$ cat src/rtl/reorder_buffer_pkg.sv
// rtl/reorder_buffer_pkg.sv - shared core types for the reorder buffer
package reorder_buffer_pkg;

  localparam int ROB_NUM_ENTRIES  = 16;
  localparam int ROB_TAG_W        = $clog2(ROB_NUM_ENTRIES);
  localparam int ROB_NUM_REG_LOG2 = 5;
  localparam int ROB_REG_SIZE     = 32;

  typedef logic [ROB_TAG_W-1:0] rob_tag_t;

  typedef struct packed {
    logic                        valid;
    logic                        done;
    logic                        has_rd;
    logic [ROB_NUM_REG_LOG2-1:0] rd;
    logic [ROB_REG_SIZE-1:0]     data;
  } rob_entry_t;

endpackage

$ cat src/rtl/reorder_buffer.sv
// rtl/reorder_buffer.sv - in-order commit buffer driving the register file retire port
module reorder_buffer
  import reorder_buffer_pkg::*;
#(
  parameter int NUM_ENTRIES      = ROB_NUM_ENTRIES,
  parameter int NUM_ENTRIES_LOG2 = $clog2(NUM_ENTRIES),
  parameter int NUM_REG          = 32,
  parameter int NUM_REG_LOG2     = $clog2(NUM_REG),
  parameter int REG_SIZE         = 32
) (
  input  logic                        clk,
  input  logic                        rst,
  input  logic                        flush,
  input  logic                        alloc_valid,
  input  logic                        alloc_has_rd,
  input  logic [NUM_REG_LOG2-1:0]     alloc_rd,
  output logic                        alloc_ready,
  output logic [NUM_ENTRIES_LOG2-1:0] alloc_tag,
  input  logic                        complete_valid,
  input  logic [NUM_ENTRIES_LOG2-1:0] complete_tag,
  input  logic [REG_SIZE-1:0]         complete_data,
  output logic                        retire_valid,
  output logic [NUM_REG_LOG2-1:0]     retire_reg,
  output logic [REG_SIZE-1:0]         retire_reg_data,
  output logic                        rob_empty
);

  localparam logic [NUM_ENTRIES_LOG2:0] FULL_COUNT = (NUM_ENTRIES_LOG2+1)'(NUM_ENTRIES);

  logic [NUM_ENTRIES-1:0]      valid_q, valid_d;
  logic [NUM_ENTRIES-1:0]      done_q, done_d;
  logic [NUM_ENTRIES-1:0]      has_rd_q, has_rd_d;
  logic [NUM_REG_LOG2-1:0]     rd_q   [NUM_ENTRIES];
  logic [NUM_REG_LOG2-1:0]     rd_d   [NUM_ENTRIES];
  logic [REG_SIZE-1:0]         data_q [NUM_ENTRIES];
  logic [REG_SIZE-1:0]         data_d [NUM_ENTRIES];
  logic [NUM_ENTRIES_LOG2-1:0] head_q, head_d;
  logic [NUM_ENTRIES_LOG2-1:0] tail_q, tail_d;
  logic [NUM_ENTRIES_LOG2:0]   count_q, count_d;
  logic                        retire_valid_q, retire_valid_d;
  logic [NUM_REG_LOG2-1:0]     retire_reg_q, retire_reg_d;
  logic [REG_SIZE-1:0]         retire_data_q, retire_data_d;

  logic alloc_fire;
  logic complete_fire;
  logic retire_fire;

  // Handshake qualifiers; no retire-to-alloc bypass, so ready sees registered count only.
  always_comb begin
    alloc_ready   = (count_q != FULL_COUNT);
    alloc_tag     = tail_q;
    rob_empty     = (count_q == '0);
    alloc_fire    = alloc_valid & alloc_ready;
    complete_fire = complete_valid & valid_q[complete_tag] & ~done_q[complete_tag];
    retire_fire   = valid_q[head_q] & done_q[head_q];
  end

  assign retire_valid    = retire_valid_q;
  assign retire_reg      = retire_reg_q;
  assign retire_reg_data = retire_data_q;

  // Next state: flush squashes everything, otherwise complete, retire and allocate in parallel.
  always_comb begin
    valid_d        = valid_q;
    done_d         = done_q;
    has_rd_d       = has_rd_q;
    rd_d           = rd_q;
    data_d         = data_q;
    head_d         = head_q;
    tail_d         = tail_q;
    count_d        = count_q;
    retire_valid_d = 1'b0;
    retire_reg_d   = retire_reg_q;
    retire_data_d  = retire_data_q;

    if (flush) begin
      valid_d = '0;
      head_d  = '0;
      tail_d  = '0;
      count_d = '0;
    end else begin
      if (complete_fire) begin
        done_d[complete_tag] = 1'b1;
        data_d[complete_tag] = complete_data;
      end
      // Retire looks at registered done, so a completion this edge retires next edge at the earliest.
      if (retire_fire) begin
        retire_valid_d  = 1'b1;
        retire_reg_d    = has_rd_q[head_q] ? rd_q[head_q] : '0;
        retire_data_d   = data_q[head_q];
        valid_d[head_q] = 1'b0;
        head_d          = head_q + 1'b1;
      end
      // The tail slot is never valid when alloc is ready, so it cannot collide with complete or retire.
      if (alloc_fire) begin
        valid_d[tail_q]  = 1'b1;
        done_d[tail_q]   = 1'b0;
        has_rd_d[tail_q] = alloc_has_rd;
        rd_d[tail_q]     = alloc_rd;
        tail_d           = tail_q + 1'b1;
      end
      if (alloc_fire && !retire_fire) begin
        count_d = count_q + 1'b1;
      end else if (!alloc_fire && retire_fire) begin
        count_d = count_q - 1'b1;
      end
    end
  end

  // State registers with asynchronous clear.
  always_ff @(posedge clk or posedge rst) begin
    if (rst) begin
      valid_q        <= '0;
      done_q         <= '0;
      has_rd_q       <= '0;
      for (int i = 0; i < NUM_ENTRIES; i++) begin
        rd_q[i]   <= '0;
        data_q[i] <= '0;
      end
      head_q         <= '0;
      tail_q         <= '0;
      count_q        <= '0;
      retire_valid_q <= 1'b0;
      retire_reg_q   <= '0;
      retire_data_q  <= '0;
    end else begin
      valid_q        <= valid_d;
      done_q         <= done_d;
      has_rd_q       <= has_rd_d;
      rd_q           <= rd_d;
      data_q         <= data_d;
      head_q         <= head_d;
      tail_q         <= tail_d;
      count_q        <= count_d;
      retire_valid_q <= retire_valid_d;
      retire_reg_q   <= retire_reg_d;
      retire_data_q  <= retire_data_d;
    end
  end

endmodule
$ cat config.mk
export PLATFORM = sky130hd
export DESIGN_NAME = reorder_buffer
export DESIGN_NICKNAME = d
export VERILOG_FILES = /design/src/rtl/reorder_buffer_pkg.sv /design/src/rtl/reorder_buffer.sv
export SDC_FILE = /design/constraint.sdc
export NUM_CORES = 1
export LEC_CHECK = 0
export BUFFER_PORTS_ARGS = -buffer_cell sky130_fd_sc_hd__buf_2
export CAP_MARGIN = 25
export CORE_MARGIN = 4
export CORE_UTILIZATION = 29
export DETAILED_ROUTE_END_ITERATION = 16
export GPL_ROUTABILITY_DRIVEN = 0
export GPL_TIMING_DRIVEN = 0
export PLACE_DENSITY = 0.52
export SKIP_LAST_GASP = 1
export SLEW_MARGIN = 20
export SYNTH_ARGS = -nofsm -noshare
export SYNTH_HDL_FRONTEND = slang
export SYNTH_SLANG_ARGS = --single-unit
$ cat constraint.sdc
create_clock -name clk -period 24.6 [get_ports clk]
set_input_delay 4.92 -clock clk [delete_from_list [all_inputs] [get_ports clk]]
set_output_delay 4.92 -clock clk [all_outputs]
set_load 0.005 [all_outputs]
* After elaboration in Yosys (flattened, before gate mapping)
Index checks and enable logic that the tools add are counted.
** Cells by class
- Add/subtract/negate cells :: 4
- Order comparisons :: 11
- Equal/unequal tests :: 1
- Mux-type cells :: 46
- Bitwise operators :: 15
- Reductions and logical operators :: 16
** Operator list (count)
- bitwise mux 512 bit :: 1
- binary-select mux 32 bit (select 4 bit) :: 1
- demux 32 bit (select 4 bit) :: 1
- two-way mux 16 bit :: 7
- two-way mux 32 bit :: 3
- bitwise mux 80 bit :: 1
- two-way mux 5 bit :: 7
- AND 16 bit :: 2
- inverter 16 bit :: 2
- bitwise OR 16 bit :: 2
- binary-select mux 1 bit (select 4 bit) :: 5
- binary-select mux 5 bit (select 4 bit) :: 1
- demux 5 bit (select 4 bit) :: 1
- bitwise mux 16 bit :: 1
- two-way mux 4 bit :: 4
- greater-or-equal comparator 5 bit (second input constant) :: 3
- less-than comparator 4 x 5 -> 1 bit (second input constant) :: 3
- inverter 4 -> 5 bit :: 3
- demux 1 bit (select 4 bit) :: 3
- greater-or-equal comparator 4 x 1 -> 1 bit (second input constant) :: 3
- less-than comparator 5 x 1 -> 1 bit (second input constant) :: 2
- two-way mux 1 bit :: 10
- adder 4 x 1 -> 4 bit (second input constant) :: 2
- logical AND 1 bit :: 7
- 10 further kinds :: 18
** Storage, ports and cells
- Bits in registers :: 691
- Input port bits :: 47
- Output and inout port bits :: 44
- Logic and storage cells :: 134

* Logic depth before layout (Yosys ltp)
Gate-level depths: netlist (run 1).
- Depth after elaboration :: 11
- Gate-level depth with buffers :: 12
- Gate-level depth less buffers :: 10

* Least setup slack after synthesis (run 1)
OpenSTA, ideal clock, no wires.
- Path kind :: in2reg
- From :: input complete_tag[0]
- To :: register data_q[265] (netlist bit)
- Setup time :: 0.125 ns
- Arrival time :: 6.980 ns
- Data required time :: 24.475 ns
- Setup slack :: 17.494 ns
- Stages on the path :: 8
- Path buffers :: 3
- Cells stage by stage :: buf_6 > mux4_1 > mux4_2 > and4b_1 > buf_6 > nand3_4 > buf_12 > mux2_4
** Between the ends
- Cells in the longest elaborated chain, start to end :: 6
- Elaborated cells between the ends (all ways) :: 15
- Those cells by class :: 2 x order compare; 7 x mux; 4 x bitwise; 2 x reduce/logical
** RTL lines
- from (decl) :: RTL line reorder_buffer.sv:20 : input logic [NUM_ENTRIES_LOG2-1:0] complete_tag,
- inverter 4 -> 5 bit (implied by the code) :: RTL line reorder_buffer.sv:84 : data_d[complete_tag] = complete_data;
- greater-or-equal comparator 5 bit (implied by the code) or less-than comparator 5 x 1 -> 1 bit (tied branches) :: RTL line reorder_buffer.sv:84
- logical AND 1 bit (implied by the code) :: RTL line reorder_buffer.sv:84
- two-way mux 32 bit (implied by the code) :: RTL line reorder_buffer.sv:84
- demux 32 bit (select 4 bit) :: RTL line reorder_buffer.sv:84
- bitwise mux 512 bit :: RTL line reorder_buffer.sv:84
- to (signal assigned) :: RTL line reorder_buffer.sv:131 : data_q <= data_d;
- to (decl) :: RTL line reorder_buffer.sv:35 : logic [REG_SIZE-1:0] data_q [NUM_ENTRIES];
Parallel ways exist; a longest one is shown, timed or not. The select of a mux whose other input is x is not followed.
A chain may end at the register's enable or synchronous reset.

* Worst setup path in the final report (run 1)
- From :: input complete_tag[0]
- To :: register data_q[470] (netlist bit)
Same word-level chain as after synthesis.

==> summary.txt, run 1 <==
Outcome
  – Outcome: complete, no violations

Timing
  – Final slew viol count: 0
  – Final period utilization: 28.8%
  – Aggregate negative setup slack: 0 ps
  – # setup viols final: 0
  – Relative slew margins: 23.3%
  – Setup repair after global routing missed its margin: false
  – Worst hold slack: 481 ps
  – Worst clock skew on the final layout: 25.6 ps
  – Post-route minimum period: 7090 ps
  – Transition at the pin with the smallest max-transition slack: 1150 ps
  – Hold violation total from the final report: 0
  – Peak clock frequency supported by timing: 141 MHz

Finish
  – Most common library cell in the layout ignoring fill and taps: dfrtp_1
  – Final net count: 2158
  – Highest-count cells in the layout ignoring fill and taps: dfrtp_1 (691), mux2_2 (606), mux4_2 (203)
  – Area Growth Syn to Fin: 16.1%
  – Final Core Density: 34.0%
  – Final design area excluding fillers: 36600 µm²
  – Flip-flop count of the largest register, all copies and words added: 512
  – Fraction of final layout cells with drive strength greater than 1: 53.2%
  – Register bank with the most flops: data_q

Synth
  – Number of warnings printed during yosys synthesis: 0
  – Number of enable-type register cells in the synthesized netlist: 0
  – Synthesized instance count: 1915
  – Fraction of post-synthesis cell area in the top cell type by area: 54.8%
  – Top_reg_cell synth: dfrtp_1
  – Synth Net Count: 1975
  – Synth area leader: dfrtp_1
  – Fraction of registers with async set/reset: 100%
  – Share of the yosys chip area belonging to registers: 54.8%
  – FF+latch count, synth: 691
  – Avg Cell Area, Syn: 16.5 µm²
  – Netlist area before placement: 31600 µm²
  – Count of unique library cells instantiated by Yosys: 44
  – Leading post-synthesis cells by cell area: dfrtp_1 (55%), mux2_2 (22%), mux4_2 (14%)

Critical path
  – Worst reg2reg path endpoint: retire_reg_data[20]$_DFFE_PP0P_
  – Critical path arrival: 7590 ps
  – R2R Setup Slk: 20460 ps
  – Startpoint of the most critical register-to-register path: head_q[1]$_DFFE_PP0P_
  – Sort of element at the end of the critical path: flip-flop
  – Worst-path fanout max: 10
  – Worst R2R Path Depth: 7
  – Critical Path Start Type: primary input
  – Critical path start-end classification: in2reg
  – Data required time at the worst endpoint: 25100 ps

Die
  – Die H: 338 µm
  – Starting density of the core: 29.3%
  – Cell Rows: 120
  – Area of the core region: 108000 µm²
  – Die ar.: 114000 µm²
  – DIE WIDTH: 338 µm
  – IO Count: 91

CTS
  – Clock root buffer: clkbuf_16
  – Clock slew seen by the registers of the worst setup and hold paths: 50 ps
  – Cts hold-fix bufs: 0
  – Sinks on Clock Net: 691
  – Buffers inserted during post-CTS setup optimization: 0
  – TritonCTS buffer count: 80
  – Clock H-tree levels: 3
  – Total of cells resized after clock tree synthesis: 0
  – CTS Buffer Depth: 3
  – Skew-Pair Late Insertion Delay: 640 ps
  – TritonCTS clock tree: done

Placed design
  – Buffers added on ports: 88
  – Placed Instance Area: 34000 µm²
  – Post-detail-place hpwl: 57300 µm

Routing
  – Number of nets still failing antenna checks after routing: 0
  – Final WL: 84900 µm
  – Routed wirelength normalized by instance count: 23.8 µm
  – DRC: 0
  – Number of DRC violations after detailed-routing iteration 0: 958
  – Routed vias: 17800
  – Pre-Repair DR Iteration Count: 4
  – Ratio of routed vias to standard cells: 5.01

Global route
  – Met3 track demand over resource: 2.77%
  – Number of antenna violations at the first check in global routing: 12
  – Largest net degree at the start of global routing: 107
  – Busiest metal layer after global routing: met2
  – Total GRT Usage: 15.1%
  – Number of global-route vias before repair: 19600
  – Gr ovfl total: 0
  – Met2 Track Usage GR: 25.1%
  – Met1 global-route usage: 20.0%
  – First-pass GRT wire length: 129000 µm

Worst hold path
  – Hold Crit Class: reg2reg
  – Endpoint of the worst hold-timing path: retire_reg[4]$_DFFE_PP0P_
  – Startpoint of the worst hold path: retire_reg[4]$_DFFE_PP0P_
  – Number of stages on the worst hold path: 2

Pwr
  – Worst IR Drop VDD: 0.0521 mV
  – Areal power density over the cells: 68.9 nW/µm²
  – Leakage: 17.6 nW
  – Total power: 2.52 mW

Run
  – Number of max-cap violations: 0
==> through the flow <==
| step | instances | setup WS (ps) |
|---|---|---|
| final | 3563 | 17510 |
| after global routing | 3563 | 17450 |
| after CTS | 3560 | 17550 |
| after detailed placement | 3417 | 16880 |
| after global placement | 3406 | -6280 |
| after floorplan | 1915 | 305 |
==> where the power goes <==
part / internal [mW] / leakage [nW] / switching [mW]
clock: 0.694 / 1.29 / 0.481
combinational: 0.0696 / 6.73 / 0.0819
sequential: 1.18 / 9.57 / 0.0217
==> cells by family (layout without fill, tap and decap cells) <==
| logic type | after synthesis | count (layout) | synth area share (%) |
|---|---|---|---|
| mux | 850 | 850 | 38.1 |
| flops | 691 | 691 | 54.8 |
| buf+inv | 175 | 419 | 3.15 |
| simple gates | 122 | 122 | 2.01 |
| compound gates | 56 | 56 | 1.24 |
| fa+ha+maj | 13 | 13 | 0.539 |
| xor+xnor | 8 | 8 | 0.222 |
| other cells | 0 | 1 | 0 |
==> cell usage after synthesis, drive strengths merged, types with 5 or more instances <==
cell type,number
dlygate4sd1,20
and2,6
nand3,27
a22oi,5
ha,12
dfrtp,691
mux2,642
mux4,207
nand2,53
buf,91
a21oi,21
o21ai,7
a32o,16
nor2,12
clkbuf,47
inv,17
nor2b,7
==> area by class of cell <==
cell class	instances	area (µm²)
Fill cell	10200	71000
Buffer	158	936
Sequential cell	691	17300
Timing Repair Buffer	101	701
Multi-Input combinational cell	1049	13300
Tap cell	1403	1760
Clock inverter	25	255
Clock buffer	118	2350
Antenna cell	1	2.50
Inverter	17	71.3
==> routing by layer <==
| metal | wire length (µm) | share of wire (%) | vias to the layer above |
|---|---|---|---|
| li1 | - | - | 7548 |
| met1 | 37400 | 44 | 9750 |
| met2 | 41200 | 49 | 386 |
| met3 | 3730 | 4.4 | 142 |
| met4 | 2480 | 2.9 | 12 |
| met5 | 81 | 0.095 | - |
==> worst max-delay path, cell delays in order <==
cell	delay, ps
buf_6	130
buf_6	180
mux4_2	510
nor4bb_1	420
clkbuf_1	210
nand2_1	230
buf_1	530
mux2_2	440
==> worst max-delay path by stage <==
stage	startpoint	endpoint	slack [ps]	cells past startpoint
4_1_cts	complete_tag[0]	data_q[470]$_DFFE_PP0P_	17550	8
3_3_place_gp	rst	rd_q[60]$_DFFE_PP0P_	-6280	2
3_5_place_dp	complete_tag[0]	data_q[467]$_DFFE_PP0P_	16880	8
6_report	complete_tag[0]	data_q[470]$_DFFE_PP0P_	17510	8
2_1_floorplan	rst	alloc_tag[0]$_DFFE_PP0P_	300	1
5_1_grt	complete_tag[0]	data_q[471]$_DFFE_PP0P_	17450	8
No activity file was read; power rests on OpenSTA's default activity.
==> run 2: changes to the inputs <==
- clock period: 24.6 -> 6.2 ns (I/O delays scaled with it)
==> run 2 against run 1 <==
  * Register-to-register slack got worse by 18000 ps
  * Critical endpoint is now retire_reg_data[18]$_DFFE_PP0P_
  * Final cell count grew 0.42%
  * First-iteration DRC count increased by 5.6%
  * Setup slack worse by 15000 ps
  * Combinational power rose to 4.1 times the previous value
  * Largest power group is now clock
  * Power increased to 4.1 times the previous value
==> summary.txt, run 2 (synthesis results as in run 1) <==
Outcome
  – Outcome: complete, no violations

Global route
  – First-pass GRT wire length: 131000 µm (+1.1%)
  – Gr ovfl total: 0 (unchanged)
  – Number of antenna violations at the first check in global routing: 10 (-2)
  – Largest net degree at the start of global routing: 37 (-65%)
  – Number of global-route vias before repair: 19900 (+1.1%)
  – Total GRT Usage: 15.3% (+0.17 points)

Timing
  – Fin worst setup slack: 2100 ps (-15410 ps)
  – Final slew viol count: 0 (unchanged)
  – Worst hold slack: 485 ps (+3.88 ps)
  – Transition at the pin with the smallest max-transition slack: 1010 ps (-140 ps)
  – Hold violation total from the final report: 0 (unchanged)
  – Relative slew margins: 32.6% (+9.3 points)
  – Peak clock frequency supported by timing: 244 MHz
  – Post-route minimum period: 4100 ps
  – Final period utilization: 66.1%
  – Worst clock skew on the final layout: 36.7 ps (+11.1 ps)
  – Setup repair after global routing missed its margin: false
  – # setup viols final: 0 (unchanged)

Pwr
  – Total power: 10.4 mW (+310%)
  – Leakage: 17.8 nW (+1.2%)
  – Areal power density over the cells: 280 nW/µm² (+310%)
  – Worst IR Drop VDD: 0.170 mV (+230%)

Die
  – Cell Rows: 120 (unchanged)
  – DIE WIDTH: 338 µm (unchanged)
  – Starting density of the core: 29.3% (unchanged)
  – Die ar.: 114000 µm² (unchanged)
  – IO Count: 91 (unchanged)
  – Area of the core region: 108000 µm² (unchanged)
  – Die H: 338 µm (unchanged)

Finish
  – Area of combinational cells with multiple inputs: 13300 µm² (unchanged)
  – Highest-count cells in the layout ignoring fill and taps: dfrtp_1 (691), mux2_2 (606), mux4_2 (203)
  – Fraction of final layout cells with drive strength greater than 1: 53.6% (+0.46 points)
  – Most common library cell in the layout ignoring fill and taps: dfrtp_1
  – Flip-flop count of the largest register, all copies and words added: 512 (unchanged)
  – Number of filler instances in the final layout: 10100 (-0.77%)
  – Area Growth Syn to Fin: 17.6%
  – Flip-flop and latch area: 17300 µm² (unchanged)
  – Final design area excluding fillers: 37100 µm² (+1.3%)
  – Final net count: 2174 (+0.74%)
  – Register bank with the most flops: data_q

Placed design
  – Placed Instance Area: 34300 µm² (+0.77%)
  – Buffers added on ports: 88 (unchanged)
  – Worst slack after detailed placement: 1960 ps (-14920 ps)
  – Post-detail-place hpwl: 58400 µm (+2.0%)

CTS
  – Cts hold-fix bufs: 0 (unchanged)
  – Sinks on Clock Net: 691 (unchanged)
  – Clock H-tree levels: 3 (unchanged)
  – Buffers inserted during post-CTS setup optimization: 0 (unchanged)
  – Clock root buffer: clkbuf_16
  – TritonCTS clock tree: done
  – Skew-Pair Late Insertion Delay: 650 ps (about the same)
  – Clock slew seen by the registers of the worst setup and hold paths: 60 ps (about the same)
  – Total of cells resized after clock tree synthesis: 0 (unchanged)
  – CTS Buffer Depth: 3 (unchanged)
  – TritonCTS buffer count: 80 (unchanged)

Critical path
  – Critical path start-end classification: reg2reg
  – Critical Path Start Type: flip-flop
  – Worst R2R Path Depth: 7 (unchanged)
  – R2R Setup Slk: 2100 ps (-18360 ps)
  – Data required time at the worst endpoint: 6710 ps (-18390 ps)
  – Critical path arrival: 4610 ps (-2980 ps)
  – Worst-path fanout max: 10 (unchanged)
  – Worst reg2reg path endpoint: retire_reg_data[18]$_DFFE_PP0P_
  – Sort of element at the end of the critical path: flip-flop
  – Startpoint of the most critical register-to-register path: head_q[1]$_DFFE_PP0P_

Worst hold path
  – Hold Crit Class: reg2reg
  – Startpoint of the worst hold path: retire_reg[0]$_DFFE_PP0P_
  – Endpoint of the worst hold-timing path: retire_reg[0]$_DFFE_PP0P_
  – Number of stages on the worst hold path: 2 (unchanged)

Routing
  – Ratio of routed vias to standard cells: 5.01 (+0.14%)
  – Final WL: 86100 µm (+1.4%)
  – Pre-Repair DR Iteration Count: 5 (+1)
  – DRC: 0 (unchanged)
  – Routed wirelength normalized by instance count: 24.1 µm (+0.97%)
  – Routed vias: 17900 (+0.57%)
  – Number of DRC violations after detailed-routing iteration 0: 1012 (+5.6%)
  – Number of nets still failing antenna checks after routing: 0 (unchanged)

Run
  – Number of max-cap violations: 0 (unchanged)
[run 2: cell types whose count changed in the layout (fill, tap and decap cells not counted), moves of 2 or more]
cell / delta
buf_12: +21
clkinv_2: -10
bufinv_16: +7
buf_16: -5
buf_1: -2
buf_2: +2
clkbuf_1: -2
clkbuf_8: +2
clkinvlp_4: +2
diode_2: +2
inv_6: -2
[run 2: area by class of cell]
type,count,area share (%)
Multi-Input combinational cell,1049,35.8
Inverter,17,0.182
Sequential cell,691,46.6
Buffer,158,2.53
Clock buffer,119,6.44
Antenna cell,3,0.0202
Timing Repair Buffer,117,2.66
Clock inverter,21,1.10
Tap cell,1403,4.73
[run 2: layer usage]
| layer | track usage (%) | part of all wire [%] | vias up |
|---|---|---|---|
| li1 | - | - | 7596 |
| met2 | 25.5 | 49 | 416 |
| met5 | 0 | 0.035 | - |
| met3 | 3.08 | 5.4 | 131 |
| met4 | 3.98 | 2.3 | 4 |
| met1 | 20.5 | 44 | 9792 |
[run 2: report_power, final]
group / internal, mW / total [mW] / switching, mW
logic: 0.294 / 0.624 / 0.330
registers: 4.67 / 4.75 / 0.0852
clock network: 3.09 / 5.02 / 1.94
total: 8.05 / 10.4 / 2.35
[run 2: how the worst max path moves through the flow]
stage	start	to	cells after the start	slack (ps)
final	head_q[1]$_DFFE_PP0P_	retire_reg_data[18]$_DFFE_PP0P_	7	2100
after global routing	head_q[1]$_DFFE_PP0P_	retire_reg_data[18]$_DFFE_PP0P_	7	1910
after CTS	head_q[1]$_DFFE_PP0P_	retire_reg_data[20]$_DFFE_PP0P_	7	1940
after detailed placement	head_q[1]$_DFFE_PP0P_	retire_reg_data[20]$_DFFE_PP0P_	7	1960
after global placement	rst	rd_q[40]$_DFFE_PP0P_	2	-8080
after floorplan	rst	alloc_tag[0]$_DFFE_PP0P_	1	-4500
[run 2: critical path, stage by stage (launching register included)]
cell	delay, ps
dfrtp_1	370
buf_2	300
buf_2	480
clkbuf_1	810
buf_1	730
mux4_2	430
mux4_2	540
mux2_2	280
[run 2: per-stage QoR]
stage	utilization, %	instances	setup TNS, ps
final	34.5	3578	0
after global routing	34.5	3576	0
after CTS	34.4	3571	0
after detailed placement	31.8	3431	0
after global placement	31.4	3406	-5503600
after floorplan	-	1915	-3106800
==> run 3: changes to the inputs <==
- PLACE_DENSITY: 0.52 -> 0.5
- clock period: 6.2 -> 3.85 ns (I/O delays scaled with it)
==> run 3 against run 2 <==
  * Non-clock buffer count unchanged
  * Sequential share of layout area about the same
  * Routed wire length up 1.4%
  * Sequential power up 61%
  * First-iteration DRC count down 0.20%
  * Register-to-register slack worse by 2000 ps
==> summary.txt, run 3 (synthesis results as in run 1) <==
Routing
  – DRC: 0 (unchanged)
  – Pre-Repair DR Iteration Count: 5 (unchanged)
  – Routed wirelength normalized by instance count: 24.3 µm (+1.2%)
  – Routed vias: 17900 (-0.35%)
  – Ratio of routed vias to standard cells: 4.99 (-0.57%)
  – Number of nets still failing antenna checks after routing: 0 (unchanged)
  – Number of DRC violations after detailed-routing iteration 0: 1010 (-0.20%)
  – Final WL: 87300 µm (+1.4%)

Pwr
  – Leakage: 17.8 nW (about the same)
  – Worst IR Drop VDD: 0.326 mV (+91%)
  – Areal power density over the cells: 445 nW/µm² (+59%)
  – Net switching component of the power: 3.79 mW (+61%)
  – Clk network pwr share: 47.6% (-0.7 points)
  – Net switching share of the total power: 22.9% (+0.30 points)
  – Reg power frac: 46.3% (+0.6 points)
  – Part of the power in combinational logic: 6.1% (about the same)
  – Internal Pwr Total: 12.7 mW (+58%)

Global route
  – Number of antenna violations at the first check in global routing: 10 (unchanged)
  – First-pass GRT wire length: 133000 µm (+1.7%)
  – Gr ovfl total: 0 (unchanged)
  – Total GRT Usage: 15.6% (+0.30 points)
  – Number of global-route vias before repair: 20100 (+1.2%)
  – Largest net degree at the start of global routing: 36 (-2.7%)

Timing
  – Transition at the pin with the smallest max-transition slack: 1010 ps (+0.864 ps)
  – Final period utilization: 97.7% (+32 points)
  – # setup viols final: 0 (unchanged)
  – Hold violation total from the final report: 0 (unchanged)
  – Setup repair after global routing missed its margin: false
  – Final slew viol count: 0 (unchanged)
  – Post-route minimum period: 3760 ps (-339 ps)
  – Aggregate negative setup slack: 0 ps (unchanged)
  – Relative slew margins: 32.5% (-0.057 points)
  – Worst hold slack: 165 ps (-320 ps)
  – Worst clock skew on the final layout: 32.1 ps (-4.50 ps)
  – Peak clock frequency supported by timing: 266 MHz (+9.0%)

Finish
  – Final design area excluding fillers: 37100 µm² (about the same)
  – Flip-flop and latch area: 17300 µm² (unchanged)
  – Flip-flop count of the largest register, all copies and words added: 512 (unchanged)
  – Highest-count cells in the layout ignoring fill and taps: dfrtp_1 (691), mux2_2 (606), mux4_2 (203)
  – Register bank with the most flops: data_q
  – Most common library cell in the layout ignoring fill and taps: dfrtp_1
  – Area Growth Syn to Fin: 17.6% (about the same)
  – Area of combinational cells with multiple inputs: 13300 µm² (about the same)
  – Final net count: 2174 (unchanged)
  – Number of filler instances in the final layout: 10200 (+0.51%)
  – Final Instance Count excl. Fillers: 3586 (+0.22%)
  – Fraction of final layout cells with drive strength greater than 1: 53.9% (+0.22 points)

Critical path
  – Worst-path fanout max: 10 (unchanged)
  – Critical Path Start Type: flip-flop
  – Critical path arrival: 4290 ps (-320 ps)
  – Sort of element at the end of the critical path: flip-flop
  – Critical path start-end classification: reg2reg
  – Data required time at the worst endpoint: 4380 ps (-2330 ps)

Die
  – IO Count: 91 (unchanged)
  – DIE WIDTH: 338 µm (unchanged)
  – Die ar.: 114000 µm² (unchanged)
  – Die H: 338 µm (unchanged)
  – Starting density of the core: 29.3% (unchanged)
  – Cell Rows: 120 (unchanged)
  – Area of the core region: 108000 µm² (unchanged)

Run
  – Number of max-cap violations: 0 (unchanged)

CTS
  – Clock slew seen by the registers of the worst setup and hold paths: 60 ps (about the same)
  – Clock root buffer: clkbuf_16
  – Cts hold-fix bufs: 0 (unchanged)
  – Buffers inserted during post-CTS setup optimization: 0 (unchanged)
  – CTS Buffer Depth: 3 (unchanged)
  – Sinks on Clock Net: 691 (unchanged)
  – TritonCTS buffer count: 80 (unchanged)
  – Skew-Pair Late Insertion Delay: 640 ps (about the same)
  – TritonCTS clock tree: done
  – Clock H-tree levels: 3 (unchanged)

Placed design
  – Post-detail-place hpwl: 59200 µm (+1.2%)
  – Buffers added on ports: 88 (unchanged)
  – Number of instances in the placed design: 3433 (+0.058%)
  – Placed Instance Area: 34300 µm² (about the same)

Outcome
  – Outcome: complete, no violations

Worst hold path
  – Hold Crit Class: in2async
-- run 3: changes by cell type in the layout (fill, tap and decap cells not counted), sizes merged --
cell / before / now
clkinv: 5 / 12
bufinv: 10 / 7
buf: 208 / 206
clkbuf: 166 / 168
clkdlybuf4s15: 0 / 2
diode: 3 / 5
-- run 3: cell type report --
type	count	share of cell area (%)
flip-flops and latches	691	46.6
multi-input cells	1049	35.8
clock buffers	121	6.40
well taps	1403	4.73
repair buffers	117	2.68
plain buffers	158	2.57
clock inverters	25	0.994
inverters	17	0.182
diodes	5	0.0337
-- run 3: power groups by stage --
| stage | clock [mW] | sequential [mW] | combinational [mW] |
|---|---|---|---|
| 2_1_floorplan | 0 | 7.75 | 0.668 |
| 3_3_place_gp | 0 | 7.78 | 0.926 |
| 3_5_place_dp | 0 | 7.78 | 1.03 |
| 4_1_cts | 8.12 | 7.65 | 1.03 |
| 5_1_grt | 8.39 | 7.68 | 1.12 |
| 6_report | 7.86 | 7.66 | 1.01 |
-- run 3: worst max-delay path, cell delays in order (launching register included) --
cell and delay [ps]:
dfrtp_1 370, buf_2 300, buf_2 490, clkbuf_2 480, clkdlybuf4s15_1 740, mux4_2 430, mux4_2 550, mux2_2 290
-- run 3: worst paths after layout --
kind | startpoint | to | slack (ps) | cells after the start
setup / recovery | head_q[1]$_DFFE_PP0P_ | retire_reg_data[18]$_DFFE_PP0P_ | 90 | 7
hold / removal | rst | data_q[108]$_DFFE_PP0P_ | 160 | 3
setup reg to reg | head_q[1]$_DFFE_PP0P_ | retire_reg_data[18]$_DFFE_PP0P_ | 90 | 7
hold reg to reg | retire_reg[4]$_DFFE_PP0P_ | retire_reg[4]$_DFFE_PP0P_ | 480 | 2
max in group asynchronous | rst | retire_reg[1]$_DFFE_PP0P_ | 2040 | 9
min in group clk | complete_data[16] | data_q[80]$_DFFE_PP0P_ | 460 | 2
-- run 3: per-layer routing --
metal / GRT usage, % / wire length (µm) / up-vias
met5: 0 / 9 / -
met4: 4.52 / 2390 / 2
met3: 3.40 / 4560 / 134
met2: 25.4 / 41700 / 357
met1: 21.0 / 38700 / 9759
li1: - / - / 7625
-- run 3: stage by stage --
| step | power (mW) | setup slack (ps) | util, % |
|---|---|---|---|
| after CTS | 16.8 | 54.9 | 34.4 |
| after detailed placement | 8.81 | -292 | 31.9 |
| after global routing | 17.2 | 19.8 | 34.5 |
| after global placement | 8.71 | -9950 | 31.4 |
| final | 16.5 | 88.4 | 34.5 |
| after floorplan | 8.42 | -6380 | - |
-- run 3: timing repair --
action / 4_1_cts / 5_1_grt
endpoints found under the hold margin: 0 / 0
pin swaps: 0 / 0
resized for setup: 4 / 1
endpoints found under the setup margin: 21 / 1
